[src/rtl/mc_ctrl_pkg.sv]
// mc_ctrl_pkg: shared state encoding, opcode/funct/ALU constants and the latched control word for mc_controller
// Optional feature macro: MC_CTRL_TRAP_EN adds the TRAP state.
package mc_ctrl_pkg;
  typedef enum logic [2:0] {
    IDLE, FETCH, DECODE, EXEC, MEM, WB
`ifdef MC_CTRL_TRAP_EN
    , TRAP
`endif
  } state_t;
  localparam logic [5:0] OP_RTYPE = 6'b000000;
  localparam logic [5:0] OP_LW    = 6'b100011;
  localparam logic [5:0] OP_SW    = 6'b101011;
  localparam logic [5:0] OP_BEQ   = 6'b000100;
  localparam logic [5:0] OP_ADDI  = 6'b001000;
  localparam logic [5:0] OP_ANDI  = 6'b001100;
  localparam logic [5:0] OP_ORI   = 6'b001101;
  localparam logic [5:0] OP_J     = 6'b000010;
  localparam logic [5:0] OP_JAL   = 6'b000011;
  localparam logic [5:0] FN_ADD = 6'b100000;
  localparam logic [5:0] FN_SUB = 6'b100010;
  localparam logic [5:0] FN_AND = 6'b100100;
  localparam logic [5:0] FN_OR  = 6'b100101;
  localparam logic [5:0] FN_SLT = 6'b101010;
  localparam logic [5:0] FN_JR  = 6'b001000;
  localparam logic [3:0] ALU_AND = 4'b0000;
  localparam logic [3:0] ALU_OR  = 4'b0001;
  localparam logic [3:0] ALU_ADD = 4'b0010;
  localparam logic [3:0] ALU_SUB = 4'b0110;
  localparam logic [3:0] ALU_SLT = 4'b0111;
  typedef struct packed {
    logic       mem_to_reg;
    logic       is_branch;
    logic       alu_src;
    logic       reg_write;
    logic       no_ext;
    logic       jal;
    logic [1:0] jump;
    logic [1:0] reg_dst;
    logic [3:0] alu_control;
    logic       is_mem;
    logic       is_store;
    logic       is_jump_class;
    logic       illegal;
  } ctrl_t;
  function automatic ctrl_t r_op(input logic [3:0] alu);
    r_op = '0;
    r_op.reg_write = 1'b1;
    r_op.reg_dst = 2'b01;
    r_op.alu_control = alu;
  endfunction
  function automatic ctrl_t i_op(input logic [3:0] alu, input logic ne);
    i_op = '0;
    i_op.alu_src = 1'b1;
    i_op.reg_write = 1'b1;
    i_op.no_ext = ne;
    i_op.alu_control = alu;
  endfunction
  function automatic ctrl_t jmp_op(input logic [1:0] j);
    jmp_op = '0;
    jmp_op.jump = j;
    jmp_op.is_jump_class = 1'b1;
  endfunction
endpackage

[src/rtl/mc_controller_decode.sv]
// mc_decode: combinational opcode/funct to control-word map
// Ports: opcode [5:0], funct [5:0] in; cw (ctrl_t) out. Unrecognised encodings set only cw.illegal.
module mc_decode
  import mc_ctrl_pkg::*;
(
  input  logic [5:0] opcode,
  input  logic [5:0] funct,
  output ctrl_t      cw
);
  always_comb begin
    cw = '0;
    cw.illegal = 1'b1;
    case (opcode)
      OP_RTYPE:
        case (funct)
          FN_ADD: cw = r_op(ALU_ADD);
          FN_SUB: cw = r_op(ALU_SUB);
          FN_AND: cw = r_op(ALU_AND);
          FN_OR:  cw = r_op(ALU_OR);
          FN_SLT: cw = r_op(ALU_SLT);
          FN_JR:  cw = jmp_op(2'b01);
          default: ;
        endcase
      OP_LW: begin
        cw = i_op(ALU_ADD, 1'b0);
        cw.is_mem = 1'b1;
        cw.mem_to_reg = 1'b1;
      end
      OP_SW: begin
        cw = i_op(ALU_ADD, 1'b0);
        cw.reg_write = 1'b0;
        cw.is_mem = 1'b1;
        cw.is_store = 1'b1;
      end
      OP_BEQ: begin
        cw = jmp_op(2'b00);
        cw.is_branch = 1'b1;
        cw.alu_control = ALU_SUB;
      end
      OP_ADDI: cw = i_op(ALU_ADD, 1'b0);
      OP_ANDI: cw = i_op(ALU_AND, 1'b1);
      OP_ORI:  cw = i_op(ALU_OR, 1'b1);
      OP_J:    cw = jmp_op(2'b10);
      OP_JAL: begin
        cw = jmp_op(2'b10);
        cw.jal = 1'b1;
        cw.reg_dst = 2'b10;
        cw.reg_write = 1'b1;
      end
      default: ;
    endcase
  end
endmodule

[src/rtl/mc_controller.sv]
// mc_controller: multicycle FETCH/DECODE/EXEC/MEM/WB sequencer for the MIPS-subset datapath
// Ports: clk, reset (async, active-high); instruction[31:0], zero, mem_ack in;
//   mem_req, mem_we, i_or_d, ir_write, pc_en, mem_to_reg, pc_src, alu_src, reg_write,
//   noExt, jal, jump[1:0], reg_dst[1:0], alu_control[3:0], retired[31:0] out;
//   trap out only when MC_CTRL_TRAP_EN is defined (illegal encodings then park in TRAP).
module mc_controller
  import mc_ctrl_pkg::*;
(
  input  logic        clk,
  input  logic        reset,
  input  logic [31:0] instruction,
  input  logic        zero,
  input  logic        mem_ack,
  output logic        mem_req,
  output logic        mem_we,
  output logic        i_or_d,
  output logic        ir_write,
  output logic        pc_en,
  output logic        mem_to_reg,
  output logic        pc_src,
  output logic        alu_src,
  output logic        reg_write,
  output logic        noExt,
  output logic        jal,
  output logic [1:0]  jump,
  output logic [1:0]  reg_dst,
  output logic [3:0]  alu_control,
  output logic [31:0] retired
`ifdef MC_CTRL_TRAP_EN
  ,
  output logic        trap
`endif
);
  state_t state;
  ctrl_t  cw, dec;
  logic   fe, ex, mm, wb, jc, alu_act, unused_instr;
  assign unused_instr = ^instruction[25:6];
  mc_decode u_decode (.opcode(instruction[31:26]), .funct(instruction[5:0]), .cw(dec));
  always_ff @(posedge clk or posedge reset)
    if (reset) begin
      state <= IDLE;
      cw <= '0;
      retired <= '0;
    end else begin
      retired <= retired + 32'(pc_en);
      case (state)
        IDLE:   state <= FETCH;
        FETCH:  state <= mem_ack ? DECODE : FETCH;
`ifdef MC_CTRL_TRAP_EN
        DECODE: begin cw <= dec; state <= dec.illegal ? TRAP : EXEC; end
`else
        DECODE: begin cw <= dec; state <= EXEC; end
`endif
        EXEC:   state <= (cw.is_jump_class | cw.illegal) ? FETCH : cw.is_mem ? MEM : WB;
        MEM:    state <= mem_ack ? (cw.is_store ? FETCH : WB) : MEM;
        WB:     state <= FETCH;
        default: state <= state;
      endcase
    end
  assign fe = state == FETCH;
  assign ex = state == EXEC;
  assign mm = state == MEM;
  assign wb = state == WB;
  assign jc = ex & cw.is_jump_class;
  // No ALU output register in the datapath: hold the ALU setup until the result is consumed.
  assign alu_act = ex | mm | wb;
  assign mem_req = fe | mm;
  assign i_or_d = mm;
  assign mem_we = mm & cw.is_store;
  assign ir_write = fe & mem_ack;
  assign alu_src = alu_act & cw.alu_src;
  assign noExt = alu_act & cw.no_ext;
  assign alu_control = alu_act ? cw.alu_control : 4'b0000;
  assign jump = jc ? cw.jump : 2'b00;
  assign jal = jc & cw.jal;
  assign pc_src = jc & cw.is_branch & zero;
  assign reg_dst = (jc | wb) ? cw.reg_dst : 2'b00;
  assign reg_write = (jc & cw.reg_write) | wb;
  assign mem_to_reg = wb & cw.mem_to_reg;
  // Illegal encodings only reach EXEC in the NOP build, where they commit immediately.
  assign pc_en = (ex & (cw.is_jump_class | cw.illegal)) | (mm & cw.is_store & mem_ack) | wb;
`ifdef MC_CTRL_TRAP_EN
  assign trap = state == TRAP;
`endif
endmodule
[config.mk]
export PLATFORM = sky130hd
export DESIGN_NAME = mc_controller
export DESIGN_NICKNAME = d
export VERILOG_FILES = /design/src/rtl/mc_ctrl_pkg.sv /design/src/rtl/mc_controller_decode.sv /design/src/rtl/mc_controller.sv
export SDC_FILE = /design/constraint.sdc
export NUM_CORES = 1
export LEC_CHECK = 0
export ABC_CLOCK_PERIOD_IN_PS = 2420
export BUFFER_PORTS_ARGS = -buffer_cell sky130_fd_sc_hd__buf_2
export CORE_MARGIN = 4
export CORE_UTILIZATION = 35
export CTS_CLUSTER_DIAMETER = 120
export DETAILED_ROUTE_END_ITERATION = 7
export REMOVE_ABC_BUFFERS = 1
export SLEW_MARGIN = 5
export SYNTH_ARGS = -nofsm -noshare
export SYNTH_HDL_FRONTEND = slang
export SYNTH_SLANG_ARGS = --single-unit
export TNS_END_PERCENT = 5
[constraint.sdc]
create_clock -name clk -period 2.42 [get_ports clk]
set_input_delay 0.121 -clock clk [delete_from_list [all_inputs] [get_ports clk]]
set_output_delay 0.121 -clock clk [all_outputs]
set_load 0.005 [all_outputs]
==> flow_metrics.tcl, run 1 <==
set metrics [dict create \
    outcome "completed" \
    vias 2313 \
    grt_pass1_vias 2252 \
    wire_per_inst_um 14.2 \
    crit_family "simple AND/OR/NAND/NOR gates" \
    fin_skew_ps 4.87 \
    initial_utilization_pct 36.7 \
    postCtsSetupBuffers 0 \
    cts-htree-levels 2 \
    critPathArrivalTime_ps 2380 \
    worst_pin_slew_ps 503 \
    rows 31 \
    nets 389 \
    area.growth.synth_to_final_pct 22.1 \
    hold_path_class "primary input to register" \
    synth_edf_count 0 \
    rr_endpoint "retired[27]" \
    avgSynthCellArea_um2 9.75 \
    synthAdderAreaFrac_pct 0.920 \
    cts_buffers 5 \
    synth-simple-area-share_pct 28.7 \
    globalplace.congestion 0.845 \
    die_w_um 96.1 \
    via_per_inst 5.14 \
    peakVddDrop_v 0.000247 \
    grt_setup_unrepaired "no" \
    synth_compound_area_share_pct 9.16 \
    regArea_mm2 0.00128 \
    hold_end "cw[12]" \
    r2r_setup_slack_ps 270 \
    min-delay-start "instruction[26]" \
    synth_top_family_by_area "simple AND/OR/NAND/NOR gates" \
    cts_tree "built" \
    slew_violations 0 \
    fin_setup_tns_ps 0 \
    place_area_mm2 0.00320 \
    critPathRequiredTime_ps 2640 \
    maxCapViolations 0 \
    period_needed_ps 2150 \
    clockRootBuffer "clkbuf_8" \
    slew_headroom_pct 66.4 \
    path_buf_inv 1 \
    drc 0 \
    synth_mux_area_share_pct 0.828 \
    synth_async_sr_flop_share_pct 100 \
    power_density_mw_per_mm2 716 \
    dp_slack_ps 226 \
    fill_cells 749 \
    multi_input_area_mm2 0.00136 \
    cp-end-kind "register" \
    fmaxAchievable_ghz 0.465 \
    diodes 0 \
    grt-ovfl-total 0 \
    dr.pass1.iters 4 \
    ys_warn_count 0 \
    reg2reg_depth 8 \
    pin_count 87 \
    clock_sinks 51 \
    insertion_delay_ps 290 \
    grt_antenna_before_repair 0 \
    drive_gt1_share_pct 28.2 \
    yosysSeqAreaShare_pct 46.9 \
    synthFlopType "dfrtp_1" \
    synthCells 279 \
    die-area_mm2 0.00924 \
    start_kind "register" \
    ys_ff_latch 51 \
    finalWorstSetupSlack_ps 268 \
    stdcell_area_mm2 0.00332 \
    cts_max_path_buffers 2 \
    wl_mm 6.38 \
    slowest_delay_ps 430 \
    netlist_area_mm2 0.00272 \
    drt_iter0_markers 65 \
    slowest_stage "dfrtp_1" \
    clk_pin_slew_ps 90 \
    rr_startpoint "state[2]" \
    synth-xor-area-share_pct 9.99 \
    critPathMaxFanout 10 \
    grt_usage_pct 14.0 \
    port_buffers 65 \
    fin_util_pct 44.8 \
    grt_max_degree 25 \
    drtAntennaViolNets 0 \
    grt_first_pass_wirelength_mm 10.2 \
    final.period_utilization_pct 88.9 \
    die-height_um 96.1 \
    ys_types 45 \
    hold-path-cell-count 3 \
    setup_viol 0 \
    p_leak_nw 1.66 \
    cp_cell_sequence "nand3b_1, o22ai_2, ha_2, and3_1, nand3_1, buf_4, nor4_2, xor2_1" \
    finalHoldViolCount 0 \
    coreArea_mm2 0.00741 \
    crit_type "register to register" \
    hpwl_mm 4.90 \
]
## kinds of logic after synthesis
logic type | count (synthesis)
fa+ha+maj | 2
compound gates | 37
simple gates | 134
mux | 2
flops | 51
other cells | 1
buf+inv | 21
xor+xnor | 31
## placed cells by master, fill, tap and decap left out, types with 2 or more instances in the layout
cell type  count
a21o_1         3
a21oi_1        6
a22o_1         4
a31oi_1        3
a32oi_1        2
and2_1         8
and3_1         4
and4_1         4
buf_2         65
buf_4         12
clkbuf_8       5
dfrtp_1       51
inv_1          7
mux2_2         2
nand2_1       27
nand2b_1       7
nand3_1       15
nand3b_1       4
nand4_1       10
nand4b_1       2
nor2_1        18
nor2b_1        5
nor3_1         7
nor3_2         4
nor4_1         8
nor4_2         4
nor4bb_1       2
o21ai_0        9
o22ai_1        3
xnor2_1       10
xor2_1        21
## final cells by class
type                    count  share of cell area [%]
clock buffers               6                    2.19
clock inverters             1                   0.905
inverters                   8                   0.905
multi-input cells         207                    41.0
flip-flops and latches     51                    38.4
well taps                  99                    3.73
repair buffers             78                    12.8
## flip-flops by register name, summed over array words and instances (netlist names)
signal,flops
cw,16
state,3
retired,32
## worst max-delay path by stage
stage / from / end / cells past startpoint / slack (ps)
finish: state[2] / retired[27] / 8 / 270
global route: state[2] / retired[31] / 8 / 60
CTS: state[2] / retired[31] / 8 / 190
detailed placement: state[2] / retired[31] / 8 / 230
global placement: state[2] / retired[27] / 8 / 230
floorplan: state[1] / retired[21] / 7 / 150
## cell usage after synthesis, types with 3 or more instances
library cell | n | area share (%)
nand2b_1 | 7 | 1.6
o22ai_1 | 4 | 0.92
nand4_1 | 10 | 2.3
clkbuf_1 | 10 | 1.4
nor4_1 | 8 | 1.8
and2_1 | 8 | 1.8
dfrtp_1 | 51 | 47
inv_1 | 8 | 1.1
nor4_2 | 4 | 1.8
nand2_1 | 27 | 3.7
a22o_1 | 4 | 1.3
xnor2_1 | 10 | 3.2
nor3_2 | 4 | 1.5
a21o_1 | 3 | 0.83
nor2_1 | 18 | 2.5
and4_1 | 4 | 1.3
xor2_1 | 21 | 6.8
nor3_1 | 7 | 1.3
nand3b_1 | 4 | 1.1
o21ai_0 | 9 | 1.7
nand3_1 | 15 | 2.8
a31oi_1 | 3 | 0.69
a21oi_1 | 6 | 1.1
and3_1 | 4 | 0.92
nor2b_1 | 5 | 1.2
## stage by stage
step | std cells | total power, mW | hold slack, ps
after floorplan | 266 | 1.50 | 255
after global placement | 442 | 1.81 | 179
after detailed placement | 442 | 1.82 | 186
after CTS | 450 | 2.40 | 135
after global routing | 450 | 2.53 | 150
final | 450 | 2.38 | 151
## power by group
group	switching (mW)	internal, mW
clock	0.263	0.303
sequential	0.143	1.01
combinational	0.360	0.300
total	0.766	1.61
## worst min-delay path: stages
cell	delay (ps)
buf_2	160
nand2_1	70
o22ai_1	60
## routing by layer
metal  GRT usage, %  wire length [um]
met1           16.8              2760
met2           25.4              3220
met3           2.35               348
met4           3.91                47
met5              0                 0
## what timing repair did
| item | 4_1_cts | 5_1_grt |
|---|---|---|
| resized for setup | 0 | 2 |
| setup endpoints to repair | 0 | 2 |
| hold endpoints to repair | 22 | 0 |
| hold buffers | 1 | 0 |
No activity file was read; power rests on OpenSTA's default activity.
==> run 2, diff against run 1 <==
--- a/config.mk
+++ b/config.mk
@@ -7,8 +7,9 @@
 export LEC_CHECK = 0
-export ABC_CLOCK_PERIOD_IN_PS = 2420
+export ABC_CLOCK_PERIOD_IN_PS = 1950
 export BUFFER_PORTS_ARGS = -buffer_cell sky130_fd_sc_hd__buf_2
 export CORE_MARGIN = 4
-export CORE_UTILIZATION = 35
+export CORE_UTILIZATION = 44
 export CTS_CLUSTER_DIAMETER = 120
 export DETAILED_ROUTE_END_ITERATION = 7
+export PLACE_DENSITY = 0.73
 export REMOVE_ABC_BUFFERS = 1
==> constraint.sdc (replaced) <==
create_clock -name clk -period 1.95 [get_ports clk]
set_input_delay 0.0975 -clock clk [delete_from_list [all_inputs] [get_ports clk]]
set_output_delay 0.0975 -clock clk [all_outputs]
set_load 0.01 [all_outputs]
==> run 2 against run 1 <==
The flow now finishes with violations (negative setup slack); sequential power increased by 24%; clock skew rose by 2.7 ps; total power rose by 32%; via count is 5.5% higher; clock power rose by 8.5%; cell count is 1.6% lower; worst hold slack lost 20 ps; clock-buffer cell count unchanged; routed wire length increased by 8.6%; critical path depth up 1; maximum frequency grew 5.9%; critical endpoint is now retired[30].
==> flow_metrics.tcl, run 2 (synthesis gave the netlist of run 1 again) <==
set metrics [dict create \
    cts_buffers 5 \
    drc 0 \
    cts_tree "built" \
    cts-htree-levels 2 \
    cp-end-kind "register" \
    grt_usage_pct 18.7 \
    power_frac_seq_pct 45.7 \
    slew_headroom_pct 61.6 \
    hold_ws_ps 132 \
    p_comb_share_pct 34.7 \
    fin_setup_tns_ps -463 \
    grt-ovfl-total 0 \
    rows 28 \
    via_per_inst 5.51 \
    finalHoldViolCount 0 \
    r2r_setup_slack_ps -80 \
    diodes 0 \
    hpwl_mm 5.00 \
    final.period_utilization_pct 104 \
    critPathRequiredTime_ps 2170 \
    maxCapViolations 0 \
    cts_max_path_buffers 2 \
    crit_type "register to register" \
    outcome "finished with violations" \
    regArea_mm2 0.00128 \
    finalWorstSetupSlack_ps -81.6 \
    fin_skew_ps 7.56 \
    fin_util_pct 60.4 \
    p_sw_share_pct 34.4 \
    peakVddDrop_v 0.000407 \
    p_sw_mw 1.08 \
    pin_count 87 \
    p_leak_nw 1.85 \
    grt_first_pass_wirelength_mm 11.3 \
    worst_pin_slew_ps 575 \
    wl_mm 6.93 \
    nets 406 \
    die-area_mm2 0.00750 \
    fill_cells 528 \
    grt_max_degree 32 \
    violations "negative setup slack" \
    place_area_mm2 0.00326 \
    grt_pass1_vias 2331 \
    hold_path_class "primary input to register" \
    start_kind "register" \
    dr.pass1.iters 4 \
    grt_setup_unrepaired "yes" \
    drive_gt1_share_pct 36.4 \
    grt_antenna_before_repair 0 \
    reg_top3 "retired x32, cw x16, state x3" \
    totalPowerFinal_mw 3.13 \
    clock_sinks 51 \
    die-height_um 86.6 \
    cpMostUsedCell "ha_4" \
    crit_family "simple AND/OR/NAND/NOR gates" \
    layout_common_cells "buf_2 (65), dfrtp_1 (51), nand2_1 (27), buf_4 (24), xor2_1 (21)" \
    power_density_mw_per_mm2 872 \
    vias 2440 \
    fmaxAchievable_ghz 0.492 \
    slowest_stage "dfrtp_1" \
    p_int_mw 2.06 \
    critPathArrivalTime_ps 2250 \
    port_buffers 65 \
    cp_cell_sequence "nand3b_1, o22ai_2, ha_4, ha_4, and4_1, nand3_1, buf_6, nor3_2, xor2_1" \
    layout_commonest_cell "buf_2" \
    coreArea_mm2 0.00596 \
    area.growth.synth_to_final_pct 32.3 \
    clockRootBuffer "clkbuf_8" \
    globalplace.congestion 0.842 \
    initial_utilization_pct 45.7 \
    multi_input_area_mm2 0.00153 \
    stdcell_area_mm2 0.00360 \
    clkPwrFrac_pct 19.6 \
    setup_viol 13 \
    slew_violations 0 \
    wire_per_inst_um 15.6 \
    insertion_delay_ps 290 \
    period_needed_ps 2030 \
    clk_pin_slew_ps 90 \
    critPathMaxFanout 7 \
    largest_register_ffs 32 \
    die_w_um 86.6 \
    path_buf_inv 1 \
    drtAntennaViolNets 0 \
    top_register "retired" \
    slowest_delay_ps 380 \
    drt_iter0_markers 125 \
]
## run 2: cell count changes in the layout (fill, tap and decap cells not counted), sizes merged
cell    change
bufinv      -1
clkinv      +1
buf        +17
## run 2: what timing repair did
| item | 4_1_cts | 5_1_grt |
|---|---|---|
| pin swaps | 11 | 9 |
| setup endpoints to repair | 22 | 25 |
| hold buffers | 1 | 0 |
| gates resized for setup | 24 | 9 |
| endpoints found under the hold margin | 20 | 0 |
| buffers inserted | 5 | 2 |
| gates cloned | 0 | 0 |
## run 2: per-layer routing
metal / track usage, % / vias to the layer above / wire length [um]
met2: 34.4 / 65 / 3730
met3: 2.85 / 4 / 331
met4: 3.82 / 0 / 40
met5: 0 / - / 0
met1: 23.1 / 1198 / 2830
li1: - / 1173 / -
## run 2: worst paths after layout
kind	startpoint	to	depth (start not counted)
setup / recovery	state[2]	retired[30]	9
hold / removal	instruction[26]	cw[12]	3
setup reg to reg	state[2]	retired[30]	9
hold reg to reg	retired[31]	retired[31]	1
max in group asynchronous	reset	retired[0]	4
min in group asynchronous	reset	retired[18]	3
## run 2: stage by stage
| stage | setup WS, ps | cells |
|---|---|---|
| 2_1_floorplan | -414 | 266 |
| 3_3_place_gp | -62.1 | 428 |
| 3_5_place_dp | -189 | 428 |
| 4_1_cts | -66.3 | 441 |
| 5_1_grt | -226 | 443 |
| 6_report | -81.6 | 443 |
## run 2: cell type report
| class | instances | area share [%] |
|---|---|---|
| multi-input cells | 207 | 42.5 |
| flip-flops and latches | 51 | 35.5 |
| repair buffers | 95 | 16.1 |
| well taps | 75 | 2.61 |
| clock buffers | 6 | 2.30 |
| inverters | 8 | 0.835 |
| clock inverters | 1 | 0.139 |
## run 2: worst register-to-register path: stages (launching register included)
cell and delay, ps:
dfrtp_1 380, nand3b_1 200, o22ai_2 230, ha_4 190, ha_4 130, and4_1 220
nand3_1 110, buf_6 170, nor3_2 150, xor2_1 180
## run 2: power by group through the flow
stage / clock network (mW) / logic [mW] / registers, mW
finish: 0.614 / 1.09 / 1.43
detailed placement: 0 / 0.974 / 1.44
floorplan: 0 / 0.451 / 1.46
global route: 0.681 / 1.21 / 1.46
global placement: 0 / 0.943 / 1.43
CTS: 0.631 / 1.06 / 1.43
